==> config.mk <==
export PLATFORM = sky130hd
export DESIGN_NAME = pipe_hazard_ctrl
export DESIGN_NICKNAME = d
export VERILOG_FILES = /design/src/rtl/pipe_hazard_ctrl.sv
export SDC_FILE = /design/constraint.sdc
export NUM_CORES = 1
export LEC_CHECK = 0
export CAP_MARGIN = 15
export CORE_ASPECT_RATIO = 1.2
export CORE_MARGIN = 2
export CORE_UTILIZATION = 29
export DETAILED_ROUTE_END_ITERATION = 8
export GPL_TIMING_DRIVEN = 1
export PLACE_DENSITY = 0.87
export SYNTH_ARGS = -nofsm -noshare
export SYNTH_HDL_FRONTEND = slang
export SYNTH_SLANG_ARGS = --single-unit
==> constraint.sdc <==
create_clock -name clk -period 2.3 [get_ports clk]
set_input_delay 0.46 -clock clk [delete_from_list [all_inputs] [get_ports clk]]
set_output_delay 0.46 -clock clk [all_outputs]
set_load 0.05 [all_outputs]
==> src/rtl/pipe_hazard_ctrl.sv <==
// pipe_hazard_ctrl: PC / IF/ID / ID/EX hold and flush sequencing for load-use, divide, interrupt and jump.
module pipe_hazard_ctrl #(
    parameter int REG_ADDR_WIDTH = 5,
    parameter int CPU_WIDTH      = 32,
    parameter int DIV_CYCLES     = 33
) (
    input  logic                      clk,
    input  logic                      rst_n,
    input  logic [REG_ADDR_WIDTH-1:0] id_rs1_adder_i,
    input  logic [REG_ADDR_WIDTH-1:0] id_rs2_adder_i,
    input  logic                      ex_mem_rd_i,
    input  logic [REG_ADDR_WIDTH-1:0] ex_reg_wr_adder_i,
    input  logic                      ex_div_req_i,
    input  logic                      jump_req_i,
    input  logic [CPU_WIDTH-1:0]      jump_adder_i,
    input  logic                      int_req_i,
    input  logic                      int_done_i,
    output logic                      hold_pc_o,
    output logic                      hold_if_id_o,
    output logic                      flush_if_id_o,
    output logic                      flush_id_ex_o,
    output logic                      hold_ex_o,
    output logic                      jump_en_o,
    output logic [CPU_WIDTH-1:0]      jump_adder_o,
    output logic                      div_busy_o
);
    typedef enum logic [1:0] {IDLE, DIV_BUSY, INT_HOLD} state_t;
    state_t     state, state_nxt;
    logic [5:0] cnt, cnt_nxt;
    logic       load_use, stall, busy, ih;
    always_ff @(posedge clk or negedge rst_n)
        if (!rst_n) begin
            state <= IDLE;
            cnt   <= '0;
        end else begin
            state <= state_nxt;
            cnt   <= cnt_nxt;
        end
    assign load_use = ex_mem_rd_i && |ex_reg_wr_adder_i &&
                      (id_rs1_adder_i == ex_reg_wr_adder_i || id_rs2_adder_i == ex_reg_wr_adder_i);
    assign stall = state == IDLE && !int_req_i && !ex_div_req_i && load_use;
    // the last DIV_BUSY cycle (cnt==0) releases every hold so the divide result commits
    assign busy  = state == DIV_BUSY && cnt != '0;
    assign ih    = state == INT_HOLD;
    always_comb begin
        state_nxt = state;
        cnt_nxt   = cnt;
        if (jump_req_i) begin
            state_nxt = (ih && !int_done_i) ? INT_HOLD : IDLE;
            cnt_nxt   = '0;
        end else if (state == IDLE) begin
            state_nxt = int_req_i ? INT_HOLD : ex_div_req_i ? DIV_BUSY : IDLE;
            cnt_nxt   = (!int_req_i && ex_div_req_i) ? 6'(DIV_CYCLES - 1) : cnt;
        end else if (state == DIV_BUSY) begin
            state_nxt = cnt == '0 ? IDLE : DIV_BUSY;
            cnt_nxt   = cnt == '0 ? cnt : cnt - 6'd1;
        end else begin
            state_nxt = int_done_i ? IDLE : INT_HOLD;
        end
    end
    // outputs are forced low while reset is asserted, even though they are combinational
    always_comb begin
        hold_pc_o     = rst_n && !jump_req_i && (stall || busy || ih);
        hold_if_id_o  = hold_pc_o;
        flush_if_id_o = rst_n && jump_req_i;
        flush_id_ex_o = rst_n && (jump_req_i || stall || ih);
        hold_ex_o     = rst_n && !jump_req_i && busy;
        jump_en_o     = rst_n && jump_req_i;
        jump_adder_o  = jump_en_o ? jump_adder_i : '0;
        div_busy_o    = rst_n && busy;
    end
endmodule

# == Word level (Yosys, flattened, before mapping) ==
# Index checks and enable logic that the tools add are counted.
# totals
elab_cells,52
ff_bits,8
output_inout_bits,39
input_bits,54
# op_classes
n_mux,14
reduce_logical,29
addsub,1
n_eq_ne,6
# op_table
cell,n
$mux W32,1
$mux W6,5
$logic_and A1 B1 Y1,14
$mux W2,6
$eq A5 B5 Y1,2
$logic_not A6 Y1,1
$reduce_bool A6 Y1,1
$sub A6 B1 Y6 const B,1
$logic_or A1 B1 Y1,5
$reduce_or A5 Y1,1
$logic_not A1 Y1,4
$ne A3 B2 Y1 const B,1
$ne A3 B3 Y1 const B,1
$reduce_and A3 Y1,1
$reduce_bool A3 Y1,1
$eq A2 B1 Y1 const B,1
$eq A2 B2 Y1 const B,1
$logic_not A2 Y1,1
$mux W1,2

# == Depth between registers and ports, before layout ==
# logic_depth
word_depth,7
ltp_mapped,7
ltp_nobuf,6

# == Worst setup path before layout ==
# No wires, ideal clock.
# synth_path
path_kind,input -> output
start,in rst_n
end,out flush_id_ex_o
setup_slack_ns,-0.221
arrival_ns,2.061
stages,4
required_ns,1.840
n_path_buf,2
path_cell_list,clkbuf_1 > clkbuf_1 > nand2_1 > o21ai_0
# synth_between
elab_chain_cells,1
# synth_lines
element,line,text
"start, declared",8,"input logic rst_n,"
$logic_and A1 B1 Y1,66,flush_id_ex_o = rst_n && (jump_req_i || stall || ih);
"end, declared",21,"output logic flush_id_ex_o,"
# Every way passes these cells.

# == Final worst setup path ==
# layout_path
start,in id_rs1_adder_i[3]
end,out hold_if_id_o
# layout_between
elab_chain_cells,7
# layout_lines
element,line,text
"start, declared",9,"input logic [REG_ADDR_WIDTH-1:0] id_rs1_adder_i,"
$eq A5 B5 Y1,40,(id_rs1_adder_i == ex_reg_wr_adder_i || id_rs2_adder_i == ex_reg_wr_adder_i);
$logic_or A1 B1 Y1,40,
$logic_and A1 B1 Y1,39,assign load_use = ex_mem_rd_i && |ex_reg_wr_adder_i &&
$logic_and A1 B1 Y1,41,assign stall = state == IDLE && !int_req_i && !ex_div_req_i && load_use;
$logic_or A1 B1 Y1 (2 in a row),63,hold_pc_o = rst_n && !jump_req_i && (stall || busy || ih);
$logic_and A1 B1 Y1,63,
"end, declared",19,"output logic hold_if_id_o,"
# Every way passes these cells.

==> results.yml <==
synthesis:
  netlist_instances: 119
  synth_edf_count: 0
  ys_ff_latch: 8
  yosys.cell_types.count: 36
  yosysWarningCount: 0
  syn_avg_cell_area_um2: 7.749
  syn_nets: 175
  synth_ff_type: "dfrtp_1"
  synth_area_um2: 922.1
  ys_async_sr_fraction_pct: 100.0
  ys_seq_area_share_pct: 21.71
timing:
  setup_slack_ps: -28.43
  tightest_slew_ps: 328.7
  period_minus_slack_ps: 2328
  finalSetupViolations: 2
  max_freq_mhz: 429.5
  hold_violations: 0
  relSlewSlack_pct: 77.95
  skew_ps: 4.607
  min_period_over_period_pct: 101.2
  fin_setup_tns_ps: -54.57
  final_max_slew_viol_count: 0
clock_network:
  clk_pin_slew_ps: 60
  clockBufferDepth: 2
  htree_levels: 1
  clock_tree.root_cell: "clkbuf_4"
  cts_buffers: 3
  clk_latency_ps: 260
  cts_tree: "yes"
  cts.sinks: 8
place:
  gp_congestion: 0.7796
  placed_cell_area_um2: 2345
  dp_hpwl_um: 3331
  pre_cts_ws_ps: -296.9
  dp.cells: 249
  io_buffers: 92
layout:
  fin_nets: 276
  syn_to_final_growth_pct: 165.5
  fin_area_um2: 2449
  drive_gt1_share_pct: 34.40
  layout_commonest_cell: "buf_12"
  register_area_um2: 201.4
  fin_cells: 254
  multi_input_comb_area_um2: 723.2
  diodes: 0
  final_cell_mix: "40 x buf_12, 37 x clkdlybuf4s50_1, 32 x and3_1"
  final.fill_count: 147
floorplan:
  die_height_um: 65.77
  std_cell_rows: 22
  ioPinCount: 93
  die_x_um: 55.48
  start_util_pct: 30.18
  die_area_um2: 3649
  coreArea_um2: 3055
drt:
  num_vias: 1306
  routed_via_density: 5.142
  wire_per_inst_um: 16.86
  drc: 0
  detail_route.iter0.violations: 32
  postRouteAntennaNets: 0
  routed_wl_um: 4283
  first_pass_iters: 4
worst_setup_path:
  critPathCaptureType: "output port"
  worstPathMaxFanout: 2
  start_kind: "input port"
  crit_type: "input port to output port"
  critPathArrivalTime_ps: 1870
  critical_path_required_ps: 1840
power:
  power_density_nw_per_um2: 315.1
  ir_drop_mv: 0.2653
  p_leak_nw: 1.188
  finalPower_mw: 0.7716
outcome:
  status: "finished, violations left"
  failed_checks: "negative setup slack"
global_route:
  grt_pass1_wl_um: 6210
  grt_pass1_vias: 1378
  antenna_found_initial: 0
  grt_usage_pct: 21.88
  grt_max_degree: 41
  grt_overflow: 0
hold_path:
  hold_class: "input port to async pin"
job:
  drv_cap: 0
==> cell type report <==
type | count | share of cell area, %
clock buffer | 3 | 0.9198
inverter | 5 | 0.7665
multi-input combinational | 96 | 29.53
sequential | 8 | 8.227
tap | 36 | 1.840
timing repair buffer | 106 | 58.71
==> worst paths after layout <==
| check | startpoint | endpoint | slack, ps | depth (start not counted) |
|---|---|---|---|---|
| worst max-delay path | id_rs1_adder_i[3] | hold_if_id_o | -30 | 6 |
| worst min-delay path | rst_n | cnt[2]$_DFFE_PN0P_ | 320 | 2 |
| max in group asynchronous | rst_n | cnt[1]$_DFFE_PN0P_ | 1840 | 2 |
| worst max register to register | cnt[2]$_DFFE_PN0P_ | cnt[1]$_DFFE_PN0P_ | 850 | 5 |
| worst min register to register | cnt[3]$_DFFE_PN0P_ | cnt[3]$_DFFE_PN0P_ | 570 | 2 |
| min in group clk | cnt[3]$_DFFE_PN0P_ | cnt[3]$_DFFE_PN0P_ | 570 | 2 |
==> timing repair <==
item,CTS,global route
buffers inserted,0,2
endpoints found under the hold margin,0,0
hold buffers,0,0
resized for setup,18,18
endpoints found under the setup margin,3,22
pin swaps,5,12
==> through the flow <==
step | utilization, % | hold slack, ps
6_report | 80.14 | 317.3
3_3_place_gp | 76.74 | 543.0
2_1_floorplan | - | 164.4
4_1_cts | 78.66 | 571.7
3_5_place_dp | 76.74 | 557.2
5_1_grt | 80.14 | 350.9
==> routing by layer <==
metal	share of wire (%)	GRT usage [%]
met1	34	21.81
met2	53	39.29
met3	9.3	7.045
met4	2.9	13.72
met5	0	0
==> kinds of logic (layout without fill, tap and decap cells) <==
group / Yosys count / in the layout / synth area share, %
DFF: 8 / 8 / 21.71
AOI/OAI and AO/OA: 20 / 20 / 16.55
xor gates and xnor gates: 14 / 14 / 13.30
and+or+nand+nor: 60 / 60 / 38.81
buffers and inverters: 15 / 114 / 6.920
adders and majority gates: 2 / 2 / 2.713
==> sequential cells by signal, indices dropped and copies added (netlist names) <==
signal  count
cnt         6
state       2
==> power breakdown <==
group,total (mW),switching (mW),internal [mW]
combinational,0.494,0.240,0.255
clock,0.113,0.0532,0.0601
sequential,0.164,0.0134,0.151
total,0.772,0.306,0.465
==> cell usage after synthesis (2+ instances only) <==
cell      count  area share, %
and3_1       32             22
xor2_1       13             12
nor2_1        9            3.7
clkbuf_1      8            3.3
dfrtp_1       8             22
inv_1         5            2.0
nor3_1        4            2.2
nand2_1       3            1.2
a211oi_1      2            1.6
a31oi_1       2            1.4
buf_4         2            1.6
ha_1          2            2.7
nand3_1       2            1.1
nand3b_1      2            1.6
o211ai_1      2            1.6
o21ai_1       2            1.1
o31ai_1       2            1.6
==> critical path, cell delays in order <==
cell and delay (ps):
clkdlybuf4s50_1 500, xor2_1 260, nor2_1 100, a22oi_2 250, o21ai_4 140, buf_12 160
(Power assumes the default switching activity.)
==> RTL change 1, RTL diff (same flow settings) <==
Reset style: synchronous (`rst_n`), changed in one clocked block.
--- a/src/rtl/pipe_hazard_ctrl.sv
+++ b/src/rtl/pipe_hazard_ctrl.sv
@@ -28,7 +28,7 @@
     state_t     state, state_nxt;
     logic [5:0] cnt, cnt_nxt;
     logic       load_use, stall, busy, ih;
-    always_ff @(posedge clk or negedge rst_n)
+    always_ff @(posedge clk)
         if (!rst_n) begin
             state <= IDLE;
             cnt   <= '0;
Function: no difference found for any inputs over 10 cycles, from zero or initial values and one cycle with rst_n low; that may be too few to reach the edited logic, so the function may still have changed.
==> RTL change 1 against the unedited design <==
  * Power shrank 11%
  * Critical path depth unchanged
  * Setup slack better by 0.019 ns
  * Final area fell by 3.3%
  * The flow still finishes with violations (negative setup slack)
  * Core utilization is 1.9 points lower
  * Largest cell class unchanged
  * Sequential cell count did not move
  * Area after synthesis is 1.1% lower
  * Wire length increased by 12%
==> RTL change 1: results (changes against the unedited design) <==
| Metric | Value |
|---|---|
| Status | `complete, but fails checks` |
| Violated checks | `negative setup slack` |
| Setup ws final | `-0.00922 ns (+0.0192 ns)` |
| CP arrival | `1.85 ns (-0.02 ns)` |
| Gate Count Post-Synth | `123 (+3.4%)` |
| Clk_skew | `0.00381 ns (-0.000796 ns)` |
| Pre-CTS worst setup slack | `-0.346 ns (-0.0491 ns)` |
| Drt first pass iters | `4 (unchanged)` |
| First-pass GRT wire length | `6.36 mm (+2.4%)` |
| # placed instances | `247 (-0.80%)` |
| Final Setup Violations | `2 (unchanged)` |
| P_leak | `1.05 nW (-12%)` |
| Worst Path Max Fanout | `3 (+1)` |
| Gpl congestion | `0.812 (+4.2%)` |
| Max-slew violation count | `0 (unchanged)` |
| Synth warn | `0 (unchanged)` |
| Root Buffer | `clkbuf_4` |
| H-Tree Depth | `1 (unchanged)` |
| Final #Nets | `273 (-1.1%)` |
| Total Wirelength | `4.80 mm (+12%)` |
| N_diodes | `0 (unchanged)` |
| Number of I/O port buffers | `92 (unchanged)` |
| Synth area leaders | `and3_1 22%, dfxtp_1 18%, xor2_1 9.6%, nand2b_1 3.4%, clkbuf_1 3.3%` |
| Filler cells | `184 (+25%)` |
| Gr usage total | `0.244 (+0.0252)` |
| Hold WC Path Type | `register to register` |
| Synth Flop Type | `dfxtp_1` |
| Largest net degree at the start of global routing | `39 (-4.9%)` |
| Cell Area, Placed | `0.00227 mm2 (-3.3%)` |
| Peak supply drop | `0.328 mV (+24%)` |
| Setup TNS | `-0.0171 ns (+0.0375 ns)` |
| Starting DRT DRC Count | `38 (+19%)` |
| Via density per instance | `5.28 (+2.7%)` |
| Slew margin rel. | `0.705 (-0.0745)` |
| Syn_nets | `179 (+2.3%)` |
| Routed via count | `1325 (+1.5%)` |
| Async set-reset flop share out of synthesis | `0 (-1.00)` |
| Unique masters post-synth | `36 (unchanged)` |
| Clock buffer count from CTS | `3 (unchanged)` |
| Clock-pin slew on the worst setup and hold paths | `0.05 ns` |
| Most frequent cells after synthesis | `32 x and3_1, 10 x xor2_1, 8 x clkbuf_1, 8 x dfxtp_1, 7 x inv_1` |
| Clock Latency Late Sink | `0.26 ns (about the same)` |
| Post-DP HPWL | `3.50 mm (+5.0%)` |
| Sequential-to-total area share from yosys stat | `0.176 (-0.0415)` |
| Share of post-route cells with drive strength above 1 | `0.330 (-0.0138)` |
## RTL change 1: worst max-delay path: stages
cell,delay (ns)
clkdlybuf4s15_1,0.24
or4_4,0.50
o2111a_1,0.28
nand2_2,0.11
o21ai_4,0.08
buf_12,0.17
## RTL change 1: repair_timing
item,CTS,global route
endpoints found under the hold margin,0,0
pin swaps,5,5
hold buffers,0,0
setup endpoints to repair,3,4
buffers inserted,0,1
resized for setup,18,11
## RTL change 1: final cells by class
type | instances | area [um2] | area share
clock buffer | 3 | 22.5 | 0.00951
multi-input combinational | 96 | 737 | 0.311
sequential | 8 | 160 | 0.0676
inverter | 7 | 26.3 | 0.0111
tap | 36 | 45.0 | 0.0190
timing repair buffer | 101 | 1380 | 0.582
## RTL change 1: power breakdown
group	switching, mW	internal [mW]	leakage [nW]
clock	0.0494	0.0598	0.0138
combinational	0.204	0.220	0.972
sequential	0.00611	0.143	0.0649
total	0.260	0.423	1.05
## RTL change 1: cell families (layout without fill, tap and decap cells)
family	Yosys count	count (layout)	synth area share
adder cells (fa/ha/maj)	2	2	0.0274
XOR/XNOR	10	10	0.0960
multiplexers	1	1	0.0110
flip-flops	8	8	0.176
AO/OA/AOI/OAI	20	20	0.170
AND/OR/NAND/NOR	63	63	0.425
buffers and inverters	19	111	0.0946
## RTL change 1: final timing paths
path                        start        end  slack (ns)  cells after the start
min                        cnt[5]     cnt[5]        0.48                      1
max          ex_reg_wr_adder_i[3]  hold_pc_o      -0.009                      6
min reg2reg                cnt[5]     cnt[5]        0.48                      1
max reg2reg                cnt[0]     cnt[4]        0.57                      7
## RTL change 1: metal layers
| metal | GRT usage | vias up | routed length, um |
|---|---|---|---|
| met5 | 0 | - | 0 |
| met4 | 0.0945 | 0 | 164 |
| met3 | 0.0614 | 14 | 507 |
| met2 | 0.472 | 80 | 2590 |
| met1 | 0.229 | 607 | 1540 |
| li1 | - | 624 | - |
==> RTL change 2, RTL diff (same settings) <==
Without the edit above. The parameter `CPU_WIDTH` goes from 32 to 16.
--- a/src/rtl/pipe_hazard_ctrl.sv
+++ b/src/rtl/pipe_hazard_ctrl.sv
@@ -1,7 +1,7 @@
 // pipe_hazard_ctrl: PC / IF/ID / ID/EX hold and flush sequencing for load-use, divide, interrupt and jump.
 module pipe_hazard_ctrl #(
     parameter int REG_ADDR_WIDTH = 5,
-    parameter int CPU_WIDTH      = 32,
+    parameter int CPU_WIDTH      = 16,
     parameter int DIV_CYCLES     = 33
 ) (
     input  logic                      clk,
Interface: changed (resized jump_adder_i and jump_adder_o); port bits go from 93 to 61. No check against the original RTL was run, so the function may have changed too.
==> RTL change 2 against the unedited design <==
  * Worst hold slack better by 0.25 ns
  * Highest routed layer unchanged
  * Setup slack better by 0.099 ns
  * Sequential cell count stayed put
  * Final area is 25% lower
  * Largest power group unchanged
  * Area after synthesis is 12% lower
  * Critical endpoint is now hold_pc_o
  * Largest cell class unchanged
  * Wire length is 38% lower
  * Power is 19% lower
==> RTL change 2: results (changes against the unedited design) <==
| Metric | Value |
|---|---|
| Filler cells | `198 (+35%)` |
| P_leak | `0.815 nW (-31%)` |
| Adder-Cell Fraction of Synth Area | `0.0309 (+0.00373)` |
| Reg2reg path depth | `5 (unchanged)` |
| Sequential-to-total area share from yosys stat | `0.247 (+0.0298)` |
| Final min period | `2.23 ns (-0.0990 ns)` |
| Share of post-route cells with drive strength above 1 | `0.315 (-0.0286)` |
| Status | `finished, final reports clean` |
| Most frequent cells after synthesis | `16 x and3_1, 13 x xor2_1, 9 x nor2_1, 8 x dfrtp_1` |
| Final #Nets | `210 (-24%)` |
| Gpl congestion | `0.787 (+1.0%)` |
| P_comb | `0.352 mW (-29%)` |
| Gate Count Post-Synth | `100 (-16%)` |
| Gr usage total | `0.170 (-0.0489)` |
| Setup crit end | `hold_pc_o` |
| Pwr dens | `342 mW/mm2 (+8.5%)` |
| Crit Path Class | `register to output port` |
| Worst Path Max Fanout | `8 (+6)` |
| Via density per instance | `5.02 (-2.4%)` |
| CP startpoint | `state[1]` |
| Pre-CTS worst setup slack | `-0.193 ns (+0.104 ns)` |
| Starting DRT DRC Count | `20 (-38%)` |
| Wire per inst | `13.2 um (-22%)` |
| Compound-Gate Fraction of Synth Area | `0.188 (+0.0227)` |
| Clk_skew | `0.000554 ns (-0.00405 ns)` |
| Reg-to-reg endpoint | `cnt[0]` |
| Cell Area, Placed | `0.00174 mm2 (-26%)` |
| Hold WC Path Type | `register to register` |
| Syn_nets | `140 (-20%)` |
| First-pass GRT wire length | `4.26 mm (-31%)` |
| Post-DP HPWL | `2.23 mm (-33%)` |
| Slew margin rel. | `0.803 (+0.0230)` |
| Largest net degree at the start of global routing | `20 (-51%)` |
| Vias in the first global route | `1065 (-23%)` |
| Xor/xnor share of the synthesized area | `0.151 (+0.0183)` |
| P_int | `0.394 mW (-15%)` |
| Worst r2r src | `cnt[3]` |
| Peak supply drop | `0.297 mV (+12%)` |
| Number of I/O port buffers | `60 (-35%)` |
## RTL change 2: critical path: stages (launching register included)
cell     delay [ns]
dfrtp_1        0.47
and2b_1        0.36
o21ai_4        0.11
a211o_1        0.30
o21ai_4        0.11
buf_12         0.17
## RTL change 2: area by class of cell
cell class | instances | area [um2] | share of cell area
sequential | 8 | 203 | 0.111
tap | 34 | 42.5 | 0.0233
timing repair buffer | 72 | 926 | 0.507
clock buffer | 3 | 22.5 | 0.0123
inverter | 5 | 18.8 | 0.0103
multi-input combinational | 80 | 614 | 0.336
## RTL change 2: metal layers
layer | up-vias | global-route usage | wire length, um
li1 | 491 | - | -
met1 | 472 | 0.180 | 958
met2 | 47 | 0.335 | 1500
met3 | 4 | 0.0311 | 179
met4 | 0 | 0.0623 | 33
met5 | - | 0 | 0
## RTL change 2: timing repair
action                                  in CTS  in global routing
gates resized for setup                     16                  6
cloned                                       0                  0
hold endpoints to repair                     0                  0
pin swaps                                    8                  7
buffers inserted                             0                  3
endpoints found under the setup margin       3                  3
